==> config.mk <==
export PLATFORM = sky130hd
export DESIGN_NAME = rotary_decoder
export DESIGN_NICKNAME = d
export VERILOG_FILES = /design/src/rtl/rotary_decoder.sv
export SDC_FILE = /design/constraint.sdc
export NUM_CORES = 1
export LEC_CHECK = 0
export BUFFER_PORTS_ARGS = -buffer_cell sky130_fd_sc_hd__buf_2
export CAP_MARGIN = 15
export CORE_UTILIZATION = 45
export DETAILED_ROUTE_END_ITERATION = 8
export GPL_ROUTABILITY_DRIVEN = 0
export HOLD_SLACK_MARGIN = 0.05
export PLACE_DENSITY_LB_ADDON = 0.15
export SETUP_SLACK_MARGIN = 0.05
export SLEW_MARGIN = 20
export SYNTH_ARGS = -nofsm -noshare
export SYNTH_HDL_FRONTEND = slang
export SYNTH_SLANG_ARGS = --single-unit
==> constraint.sdc <==
create_clock -name clk -period 1.9 [get_ports clk]
set_input_delay 0.095 -clock clk [delete_from_list [all_inputs] [get_ports clk]]
set_output_delay 0.095 -clock clk [all_outputs]
set_load 0.02 [all_outputs]
==> src/rtl/rotary_decoder.sv <==
// Quadrature rotary-encoder decoder.
// Counts full detents, reports the direction of each completed detent,
// pulses on push-button presses and flags illegal two-bit jumps.
//
// state  | meaning
// DETENT | resting at AB=00, waiting for the first edge of a detent
// CW1    | CW sequence, AB=10 seen
// CW2    | CW sequence, AB=11 seen
// CW3    | CW sequence, AB=01 seen; AB=00 completes a CW detent
// CCW1   | CCW sequence, AB=01 seen
// CCW2   | CCW sequence, AB=11 seen
// CCW3   | CCW sequence, AB=10 seen; AB=00 completes a CCW detent
// RESYNC | illegal jump seen, waiting for AB=00 before counting again
module rotary_decoder #(
    parameter int WIDTH        = 8,
    parameter bit WRAP         = 1'b1,
    parameter bit CLR_ON_PRESS = 1'b1
) (
    input  logic             clk,
    input  logic             reset,
    input  logic             rotA,
    input  logic             rotB,
    input  logic             rotCTR,
    output logic [WIDTH-1:0] count,
    output logic             step,
    output logic             dir,
    output logic             press,
    output logic             err
);

    typedef enum logic [2:0] {
        DETENT, CW1, CW2, CW3, CCW1, CCW2, CCW3, RESYNC
    } state_t;

    localparam logic [WIDTH-1:0] CNT_MAX = '1;

    state_t           state;
    state_t           next_state;
    logic             a_q;
    logic             b_q;
    logic             ctr_q;
    logic             ctr_prev;
    logic [1:0]       ab;
    logic             do_step;
    logic             step_cw;
    logic             bad;
    logic             press_now;
    logic [WIDTH-1:0] count_next;

    assign ab        = {a_q, b_q};
    assign press_now = ctr_q & ~ctr_prev;

    // Input registers plus the delayed button level for edge detection.
    always_ff @(posedge clk or posedge reset) begin
        if (reset) begin
            a_q      <= 1'b0;
            b_q      <= 1'b0;
            ctr_q    <= 1'b0;
            ctr_prev <= 1'b0;
        end else begin
            a_q      <= rotA;
            b_q      <= rotB;
            ctr_q    <= rotCTR;
            ctr_prev <= ctr_q;
        end
    end

    // Transition decode: next state, detent completion and illegal jumps.
    always_comb begin
        next_state = state;
        do_step    = 1'b0;
        step_cw    = 1'b0;
        bad        = 1'b0;
        case (state)
            DETENT: begin
                if (ab == 2'b10)      next_state = CW1;
                else if (ab == 2'b01) next_state = CCW1;
                else if (ab == 2'b11) begin next_state = RESYNC; bad = 1'b1; end
            end
            CW1: begin
                if (ab == 2'b11)      next_state = CW2;
                else if (ab == 2'b00) next_state = DETENT;
                else if (ab == 2'b01) begin next_state = RESYNC; bad = 1'b1; end
            end
            CW2: begin
                if (ab == 2'b01)      next_state = CW3;
                else if (ab == 2'b10) next_state = CW1;
                else if (ab == 2'b00) begin next_state = RESYNC; bad = 1'b1; end
            end
            CW3: begin
                if (ab == 2'b00) begin
                    next_state = DETENT;
                    do_step    = 1'b1;
                    step_cw    = 1'b1;
                end
                else if (ab == 2'b11) next_state = CW2;
                else if (ab == 2'b10) begin next_state = RESYNC; bad = 1'b1; end
            end
            CCW1: begin
                if (ab == 2'b11)      next_state = CCW2;
                else if (ab == 2'b00) next_state = DETENT;
                else if (ab == 2'b10) begin next_state = RESYNC; bad = 1'b1; end
            end
            CCW2: begin
                if (ab == 2'b10)      next_state = CCW3;
                else if (ab == 2'b01) next_state = CCW1;
                else if (ab == 2'b00) begin next_state = RESYNC; bad = 1'b1; end
            end
            CCW3: begin
                if (ab == 2'b00) begin
                    next_state = DETENT;
                    do_step    = 1'b1;
                end
                else if (ab == 2'b11) next_state = CCW2;
                else if (ab == 2'b01) begin next_state = RESYNC; bad = 1'b1; end
            end
            RESYNC: begin
                if (ab == 2'b00) next_state = DETENT;
            end
            default: next_state = DETENT;
        endcase
    end

    // Next count: wrap or saturate on a step; a press clears and wins over a step.
    always_comb begin
        count_next = count;
        if (do_step) begin
            if (step_cw) begin
                if (count != CNT_MAX)  count_next = count + WIDTH'(1);
                else if (WRAP)         count_next = '0;
            end else begin
                if (count != '0)       count_next = count - WIDTH'(1);
                else if (WRAP)         count_next = CNT_MAX;
            end
        end
        if (CLR_ON_PRESS && press_now) count_next = '0;
    end

    // State register and registered outputs.
    always_ff @(posedge clk or posedge reset) begin
        if (reset) begin
            state <= DETENT;
            count <= '0;
            step  <= 1'b0;
            dir   <= 1'b0;
            press <= 1'b0;
            err   <= 1'b0;
        end else begin
            state <= next_state;
            count <= count_next;
            step  <= do_step;
            press <= press_now;
            err   <= bad;
            if (do_step) dir <= step_cw;
        end
    end

endmodule

After elaboration in Yosys (flattened, before gate mapping)
Cells that the tools add are included.

Register bits after elaboration: 19. Memories kept: 0. ROM bits: 0. Latch bits: 0. Memory bits (writable): 0. Output and inout bits: 12. Logic and storage cells: 79.

Divide/modulo/power cells: 0. Bitwise operators: 2. Add/subtract/negate cells: 2. Multipliers: 0. $lt $le $gt $ge: 0. Equal/unequal tests: 13. Shift operators: 0. Multiplexer cells: 46. Reductions and logical operators: 6.

Operators by type and width (number): two-way mux 3 bit (19); two-way mux 8 bit (5); one-hot mux 3 bit (8 select lines) (1); two-way mux 1 bit (20); equality test 3 bit, second input constant (4); adder 8 x 1 -> 8 bit, second input constant (1); != test 8 bit, second input constant (1); nonzero test 8 bit (1); subtractor 8 x 1 -> 8 bit, second input constant (1); one-hot mux 1 bit (7 select lines) (1); equality test 3 x 2 -> 1 bit, second input constant (2); equality test 2 bit, second input constant (2); != test 4 bit, second input constant (1); equality test 3 x 1 -> 1 bit, second input constant (1); logical NOT 3 bit (1); equality test 2 x 1 -> 1 bit, second input constant (1); logical NOT 2 bit (1); != test 2 bit, second input constant (1); AND reduction 2 bit (1); nonzero test 2 bit (1); OR reduction 2 bit (1); bitwise AND 1 bit (1); NOT 1 bit (1).

Logic depth before layout (Yosys ltp)
Gate-level depths: netlist of the first run.

Depth in word-level cells: 6. Depth in mapped cells: 8. Mapped depth without buffers: 7.

Worst setup path after synthesis of the first run
OpenSTA, ideal clock, no wires.

Path type: reg2reg. From: reg count[0]. To: reg count[7]. Cell stages (with the launch flop): 8. Buffers on the path: 1. Path slack: -0.229 ns. Arrival time: 2.025 ns. Setup time: 0.104 ns. Cells stage by stage: dfrtp_1 -> clkbuf_1 -> inv_1 -> ha_1 -> or4b_4 -> a2111oi_4 -> nor3_1 -> o41ai_2.

Cells in the longest elaborated chain, start to end: 5. Elaborated cells between the ends (all ways): 9.

RTL lines: start, declared (RTL line 24) `output logic [WIDTH-1:0] count,`; start signal, assigned (RTL line 150) `count <= count_next;`; subtractor 8 x 1 -> 8 bit, or another cell as far along (RTL line 132) `if (count != '0) count_next = count - WIDTH'(1);`; two-way mux 8 bit (on tied branches) (RTL line 132, 129); two-way mux 8 bit * (RTL line 128) `if (step_cw) begin`; two-way mux 8 bit * (RTL line 127) `if (do_step) begin`; two-way mux 8 bit * (RTL line 136) `if (CLR_ON_PRESS && press_now) count_next = '0;`.

Mark *: on every way between the ends. The rest lies on a longest branch, timed or not. The select of a mux whose other input is x is not followed. A chain may end at the register's enable or synchronous reset.

Final worst setup path of the first run
From: reg count[0]. To: reg count[2].

The elaborated chain is that of the path after synthesis.

==> impl_summary.log, run 1 <==
INFO  metric outcome = completed
INFO  metric ctsLongestPathBuffers = 2
INFO  metric first_global_vias = 1417
INFO  metric grt_setup_unrepaired = yes
INFO  metric netlist-cell-type-count = 44
INFO  metric average_footprint_of_a_synthesized_cell = a little over 8 um2
INFO  metric clk-insertion-delay-late = approximately 0.3 ns
INFO  metric synth.area.top_cells = dfrtp_1 31%, ha_1 9.0%, o21ai_0 6.5%, nand2_1 3.9%, nor2_1 3.4%
INFO  metric io-pin-count = 17
INFO  metric timing.rr.start = count[0]
INFO  metric yosys-top-cells-count = 20 x o21ai_0, 19 x dfrtp_1, 16 x nand2_1
INFO  metric overall_power_of_the_completed_layout = 3190 uW
INFO  metric synthFlopType = dfrtp_1
INFO  metric ant_nets = 0
INFO  metric floorplan.rows = 20
INFO  metric synthCells = 185
INFO  metric worstSetupPathType = reg -> reg
INFO  metric tritoncts = yes
INFO  metric required = between 2 and 2.5 ns
INFO  metric synthesis_stage_register_bit_count = 19
INFO  metric floorplan.initialDensity = 48.7%
INFO  metric floorplan.die_area = approximately 0.0036 mm2
INFO  metric post-route-min-period = 1.88 ns
INFO  metric htree_levels = 1
INFO  metric grt_first_pass_wirelength = 6.43 mm
INFO  metric die_span_in_y = 60.4 um
INFO  metric worst-r2r-setup-slack = 0.02 ns
INFO  metric crit_start_category = flop
INFO  metric chipWidth = just over 60 um
INFO  metric post-synth-top-count-cell = o21ai_0
INFO  metric drt-total-wl = 4.02 mm
INFO  metric setup_violations = 0
INFO  metric cts_buffers = 3
INFO  metric syn-num-nets = ~200
INFO  metric final.setup_skew = 0.0154 ns
INFO  metric synth_top_area_cell = dfrtp_1
INFO  metric grtUsageTotal = 23.7%
INFO  metric drive_gt1_share = around 31%
INFO  metric maxSlewHeadroom = 50.3%
INFO  metric viasPerCell = roughly 5.7
INFO  metric clock-sinks = 19
INFO  metric drc_errors_left = 0
INFO  metric final.period_utilization = 98.7%
INFO  metric maxCapViolCount = 0
INFO  metric avgRoutedWirePerCell = 15.2 um
INFO  metric cp_data_arrival_time = 2.11 ns
INFO  metric ys.warnings.count = 0
INFO  metric placeableCoreArea = 0.00315 mm2
INFO  metric p_leak = 0.000889 uW
INFO  metric root_buffer = clkbuf_4
INFO  metric worst_hold_startpoint = ctr_q
INFO  metric grt_start_max_net_pins = 23
INFO  metric share_of_flip_flops_with_an_asynchronous_set_or_reset_after_synthesis = 100%
INFO  metric antenna_cells = 0
INFO  metric first_iter_violations = roughly 180
INFO  metric tightestPinTransition = 0.744 ns
INFO  metric end_kind = flop
INFO  metric fillerInstances = 288
INFO  metric holdCritPathClass = reg -> reg
INFO  metric mapped_area = 0.00153 mm2
INFO  metric whs_path_depth = 0
INFO  metric globalRoute.totalOverflow = 0
INFO  metric synth_edf_count = 0
INFO  metric synthDominantCellAreaShare = 31.0%
INFO  metric area_growth = 27.0%
INFO  metric r2r_end = count[2]
INFO  metric via_count_of_the_routed_design = 1516
INFO  metric finalCoreUtilization = 61.8%
INFO  metric dr.pass1.iters = 4
INFO  metric final_max_slew_viol_count = 0
INFO  metric timing.hold.worst_endpoint = ctr_prev
INFO  metric clock.fmax = roughly 530 MHz
INFO  metric clkTransAtPathRegs = between 0.1 and 0.15 ns
INFO  metric grt_antenna_before_repair = 0
INFO  metric ys_seq_area_share = 31.0%
INFO  metric rr_worst_depth = 7
INFO  metric design.final.nets = around 240
INFO  metric port_buffers = 16
INFO  metric place_hpwl = 2.88 mm
INFO  metric power_per_cell_area = ~1600 mW/mm2
INFO  metric worst_ir_drop_vdd = 0.000542 V
INFO  metric report.final.hold_viol_count = 0
INFO  metric timing.critical_path.fanout_max = 5
-- power by group --
group / internal, uW / leakage [uW] / switching, uW / total [uW]
logic: 1080 / 0.000636 / 1240 / 2320
registers: 534 / 0.000235 / 124 / 658
clock network: 78.3 / 0.0000177 / 129 / 207
-- worst max-delay path, stage by stage, from the launching register on --
cell	delay, ns
dfrtp_2	0.42
inv_2	0.08
ha_4	0.12
or4b_4	0.51
or2_4	0.29
and3_4	0.15
o32ai_2	0.09
a22o_1	0.16
-- worst max-delay path by stage --
stage,to,cells past startpoint,from
finish,count[2],7,count[0]
detailed placement,count[3],7,count[0]
floorplan,count[3],8,count[0]
global route,count[2],7,count[0]
CTS,count[3],7,count[0]
global placement,count[3],7,count[0]
-- metal layers --
metal	global-route usage (%)	vias up	routed length (um)
met3	1.49	4	123
met5	0	-	0
met4	8.64	0	42
met2	43.6	40	2150
li1	-	752	-
met1	28.8	720	1700
-- kinds of logic after synthesis --
| logic type | count (synthesis) | share of synthesized area, % |
|---|---|---|
| flops | 19 | 31.0 |
| fa+ha+maj | 11 | 8.97 |
| simple gates | 63 | 20.6 |
| xor+xnor | 2 | 1.14 |
| buf+inv | 25 | 6.93 |
| compound gates | 62 | 29.4 |
| mux | 3 | 1.96 |
-- per-stage QoR --
stage	hold WS, ns	instances	setup TNS, ns	area, um2	setup WS (ns)
after detailed placement	0.205	252	0	1790	0.0148
after floorplan	0.0460	185	-0.338	1580	-0.0985
after CTS	0.397	261	0	1880	0.0448
final	0.394	264	0	1950	0.0244
after global routing	0.415	264	-0.0524	1950	-0.0406
after global placement	0.205	252	0	1790	0.0651
-- layout make-up --
class                           count  area (um2)  share of cell area, %
Tap cell                           44        55.1                   2.83
Timing Repair Buffer               46         315                   16.2
Multi-Input combinational cell    141        1030                   53.1
Inverter                           10        37.5                   1.93
Clock buffer                        3        22.5                   1.16
Sequential cell                    19         478                   24.5
Clock inverter                      1        5.00                  0.257
-- sequential cells by signal (all words and copies together) (netlist names) --
register and count:
state 3, err 1, ctr_q 1, a_q 1
step 1, dir 1, b_q 1, press 1
count 8, ctr_prev 1
-- layout by cell type, fill, tap and decap left out, drive strengths merged, types with 4 or more instances in the layout --
| cell | count |
|---|---|
| dlygate4sd3 | 4 |
| dfrtp | 19 |
| nand3 | 9 |
| nor3 | 7 |
| a22o | 5 |
| o21ai | 20 |
| a21oi | 9 |
| nor2 | 14 |
| ha | 11 |
| nand2 | 16 |
| buf | 42 |
| inv | 10 |
| a31oi | 4 |
-- timing repair --
action                                  CTS  global route
endpoints found under the setup margin    4             7
pin swaps                                 2             5
endpoints found under the hold margin    22             0
hold buffers                              4             0
cloned                                    0             0
resized for setup                         4             9
buffers inserted                          1             3
(Power assumes the default switching activity.)
==> run 2, diff against run 1 <==
- CTS_BUF_LIST: default -> sky130_fd_sc_hd__clkbuf_4 sky130_fd_sc_hd__clkbuf_8
- clock period: 1.9 -> 2.1 ns (I/O delays scaled with it)
==> impl_summary.log, run 2 (synthesis gave the netlist of run 1 again) <==
INFO  metric drt-total-wl = 3.71 mm (-7.7%)
INFO  metric maxCapViolCount = 0 (unchanged)
INFO  metric power.sequential.fraction = 23.8% (+3.2 points)
INFO  metric grt_start_max_net_pins = 24 (+4.3%)
INFO  metric most-common-layout-cells = 20 x o21ai_0, 17 x dfrtp_1, 16 x nand2_1, 16 x buf_2, 14 x nor2_1
INFO  metric post-route-min-period = 1.95 ns (+0.0784 ns)
INFO  metric overall_power_of_the_completed_layout = 2590 uW (-19%)
INFO  metric rr_worst_depth = 6 (-1)
INFO  metric drc_errors_left = 0 (unchanged)
INFO  metric crit_start_category = flop
INFO  metric report.final.hold_viol_count = 0 (unchanged)
INFO  metric worstPathBufferInverterCount = 1 (unchanged)
INFO  metric dp_slack = 0.204 ns (+0.190 ns)
INFO  metric regArea = 478 um2 (unchanged)
INFO  metric floorplan.initialDensity = 48.7% (unchanged)
INFO  metric worst-r2r-setup-slack = 0.15 ns (+0.12 ns)
INFO  metric internal-power = 1330 uW (-22%)
INFO  metric globalRoute.totalOverflow = 0 (unchanged)
INFO  metric layout.cell_area.non_filler = 0.00179 mm2 (-8.2%)
INFO  metric placed_area = 0.00170 mm2 (-4.9%)
INFO  metric totalNegativeSetupSlack = 0 ns (unchanged)
INFO  metric layout_commonest_cell = o21ai_0
INFO  metric holdCritPathClass = reg -> reg
INFO  metric via_count_of_the_routed_design = 1513 (-0.20%)
INFO  metric dr.pass1.iters = 5 (+1)
INFO  metric area_growth = 16.6%
INFO  metric p_sw = 1260 uW (-16%)
INFO  metric maxSlewHeadroom = 51.3% (+0.91 points)
INFO  metric power_per_cell_area = 1450 mW/mm2 (-12%)
INFO  metric timing.critical_path.depth = 6 (-1)
INFO  metric critical_path.max_stage_delay = 0.51 ns (about the same)
INFO  metric floorplan.die_area = 0.00365 mm2 (unchanged)
INFO  metric grtUsageTotal = 22.9% (-0.76 points)
INFO  metric r2r_end = count[7]
INFO  metric floorplan.rows = 20 (unchanged)
INFO  metric first_global_vias = 1367 (-3.5%)
INFO  metric critical_path.cell_chain = inv_1, ha_1, or4b_4, a2111oi_4, nor3_2, o41ai_2
INFO  metric largest_registers = count (8), state (3)
INFO  metric grt_first_pass_wirelength = 6.31 mm (-1.8%)
INFO  metric worstSetupPathType = reg -> reg
INFO  metric root_buffer = clkbuf_4
INFO  metric tightestPinTransition = 0.730 ns (-0.0136 ns)
INFO  metric crit_slowest_cell = or4b_4
INFO  metric clk-insertion-delay-late = 0.31 ns (about the same)
INFO  metric swShare = 48.6% (+1.8 points)
INFO  metric timing.final.ws_setup = 0.146 ns (+0.122 ns)
INFO  metric timing.critical_path.fanout_max = 5 (unchanged)
INFO  metric clock-sinks = 19 (unchanged)
INFO  metric multi_input_combinational_cell_area = 973 um2 (-5.9%)
INFO  metric avgRoutedWirePerCell = 14.8 um (-2.9%)
INFO  metric power.share.clock = 7.8% (+1.3 points)
INFO  metric critical_path.top_delay_family = compound AO/OA/AOI/OAI gates
INFO  metric io-pin-count = 17 (unchanged)
INFO  metric clkTransAtPathRegs = 0.13 ns (about the same)
INFO  metric minimum_hold_slack = 0.405 ns (+0.0104 ns)
INFO  metric final.setup_skew = 0.0158 ns (+0.000333 ns)
INFO  metric largest_reg_flops = 8 (unchanged)
INFO  metric required = 2.30 ns (+0.17 ns)
INFO  metric cp_data_arrival_time = 2.15 ns (+0.04 ns)
INFO  metric viasPerCell = 6.03 (+5.0%)
INFO  metric worst_hold_startpoint = ctr_q
INFO  metric htree_levels = 1 (unchanged)
INFO  metric port_buffers = 16 (unchanged)
INFO  metric p_leak = 0.000826 uW (-7.1%)
INFO  metric drive_gt1_share = 20.8% (-10 points)
INFO  metric max_flop_register = count
INFO  metric grt_setup_unrepaired = yes
INFO  metric worst_setup_path_endpoint = count[7]
INFO  metric die_span_in_y = 60.4 um (unchanged)
INFO  metric ctsLongestPathBuffers = 2 (unchanged)
INFO  metric place_hpwl = 2.48 mm (-14%)
INFO  metric end_kind = flop
INFO  metric ant_nets = 0 (unchanged)
INFO  metric fillerInstances = 298 (+3.5%)
INFO  metric tritoncts = yes
INFO  metric timing.rr.start = count[0]
INFO  metric setup_violations = 0 (unchanged)
INFO  metric final_max_slew_viol_count = 0 (unchanged)
INFO  metric placeableCoreArea = 0.00315 mm2 (unchanged)
INFO  metric clock.fmax = 512 MHz (-4.0%)
INFO  metric chipWidth = 60.4 um (unchanged)
INFO  metric worst_ir_drop_vdd = 0.000617 V (+14%)
INFO  metric final.period_utilization = 93.0% (-5.7 points)
INFO  metric grt_antenna_before_repair = 0 (unchanged)
INFO  metric antenna_cells = 0 (unchanged)
INFO  metric cts_buffers = 3 (unchanged)
INFO  metric worst_setup_path_startpoint = count[0]
INFO  metric design.final.nets = 224 (-5.5%)
INFO  metric first_iter_violations = 86 (-51%)
INFO  metric share_comb_of_total_power = 68.4% (-4.5 points)
INFO  metric outcome = completed
## run 2: changes by cell type in the layout (fill, tap and decap cells not counted), moves of 2 or more
cell	before	now
buf_4	26	13
o21ai_0	17	20
inv_1	7	10
inv_2	3	0
o21ai_1	3	0
ha_1	9	11
a31oi_1	2	4
## run 2: final cells by class
class / instances / area share (%)
tap: 44 / 3.08
sequential: 19 / 26.7
clock buffer: 3 / 1.26
inverter: 10 / 2.10
timing repair buffer: 33 / 12.2
multi-input combinational: 141 / 54.4
clock inverter: 1 / 0.280
## run 2: worst reg2reg max path: cells and delay by family (launching register included)
kind	cells	cell delay (ns)
buf+inv	1	0.08
flops	1	0.42
simple gates	2	0.59
fa+ha+maj	1	0.14
compound gates	2	0.62
## run 2: what timing repair did
action / 4_1_cts / 5_1_grt
gates resized for setup: 0 / 2
setup endpoints to repair: 0 / 4
hold buffers: 4 / 0
hold endpoints to repair: 22 / 0
buffers inserted: 0 / 1
## run 2: power by group through the flow
stage          combinational [uW]  sequential, uW  clock [uW]
3_3_place_gp                 1670             620           0
2_1_floorplan                1280             691           0
6_report                     1770             617         201
5_1_grt                      1950             642         224
3_5_place_dp                 1690             622           0
4_1_cts                      1710             613         208
## run 2: how the worst min path moves through the flow
stage / end / slack (ns) / cells after the start
2_1_floorplan: a_q / 0.06 / 1
3_3_place_gp: a_q / 0.21 / 1
3_5_place_dp: ctr_q / 0.21 / 1
4_1_cts: ctr_prev / 0.41 / 0
5_1_grt: a_q / 0.42 / 2
6_report: ctr_prev / 0.40 / 0
## run 2: per-stage QoR
stage	util, %	instances
floorplan	-	185
global placement	53.8	242
detailed placement	53.8	242
CTS	56.0	250
global route	56.7	251
finish	56.7	251
## run 2: per-layer routing
| layer | wire (um) | vias to the layer above | global-route usage [%] |
|---|---|---|---|
| met4 | 46 | 0 | 5.65 |
| met5 | 0 | - | 0 |
| met1 | 1920 | 700 | 34.3 |
| li1 | - | 726 | - |
| met3 | 234 | 10 | 4.48 |
| met2 | 1510 | 77 | 33.6 |
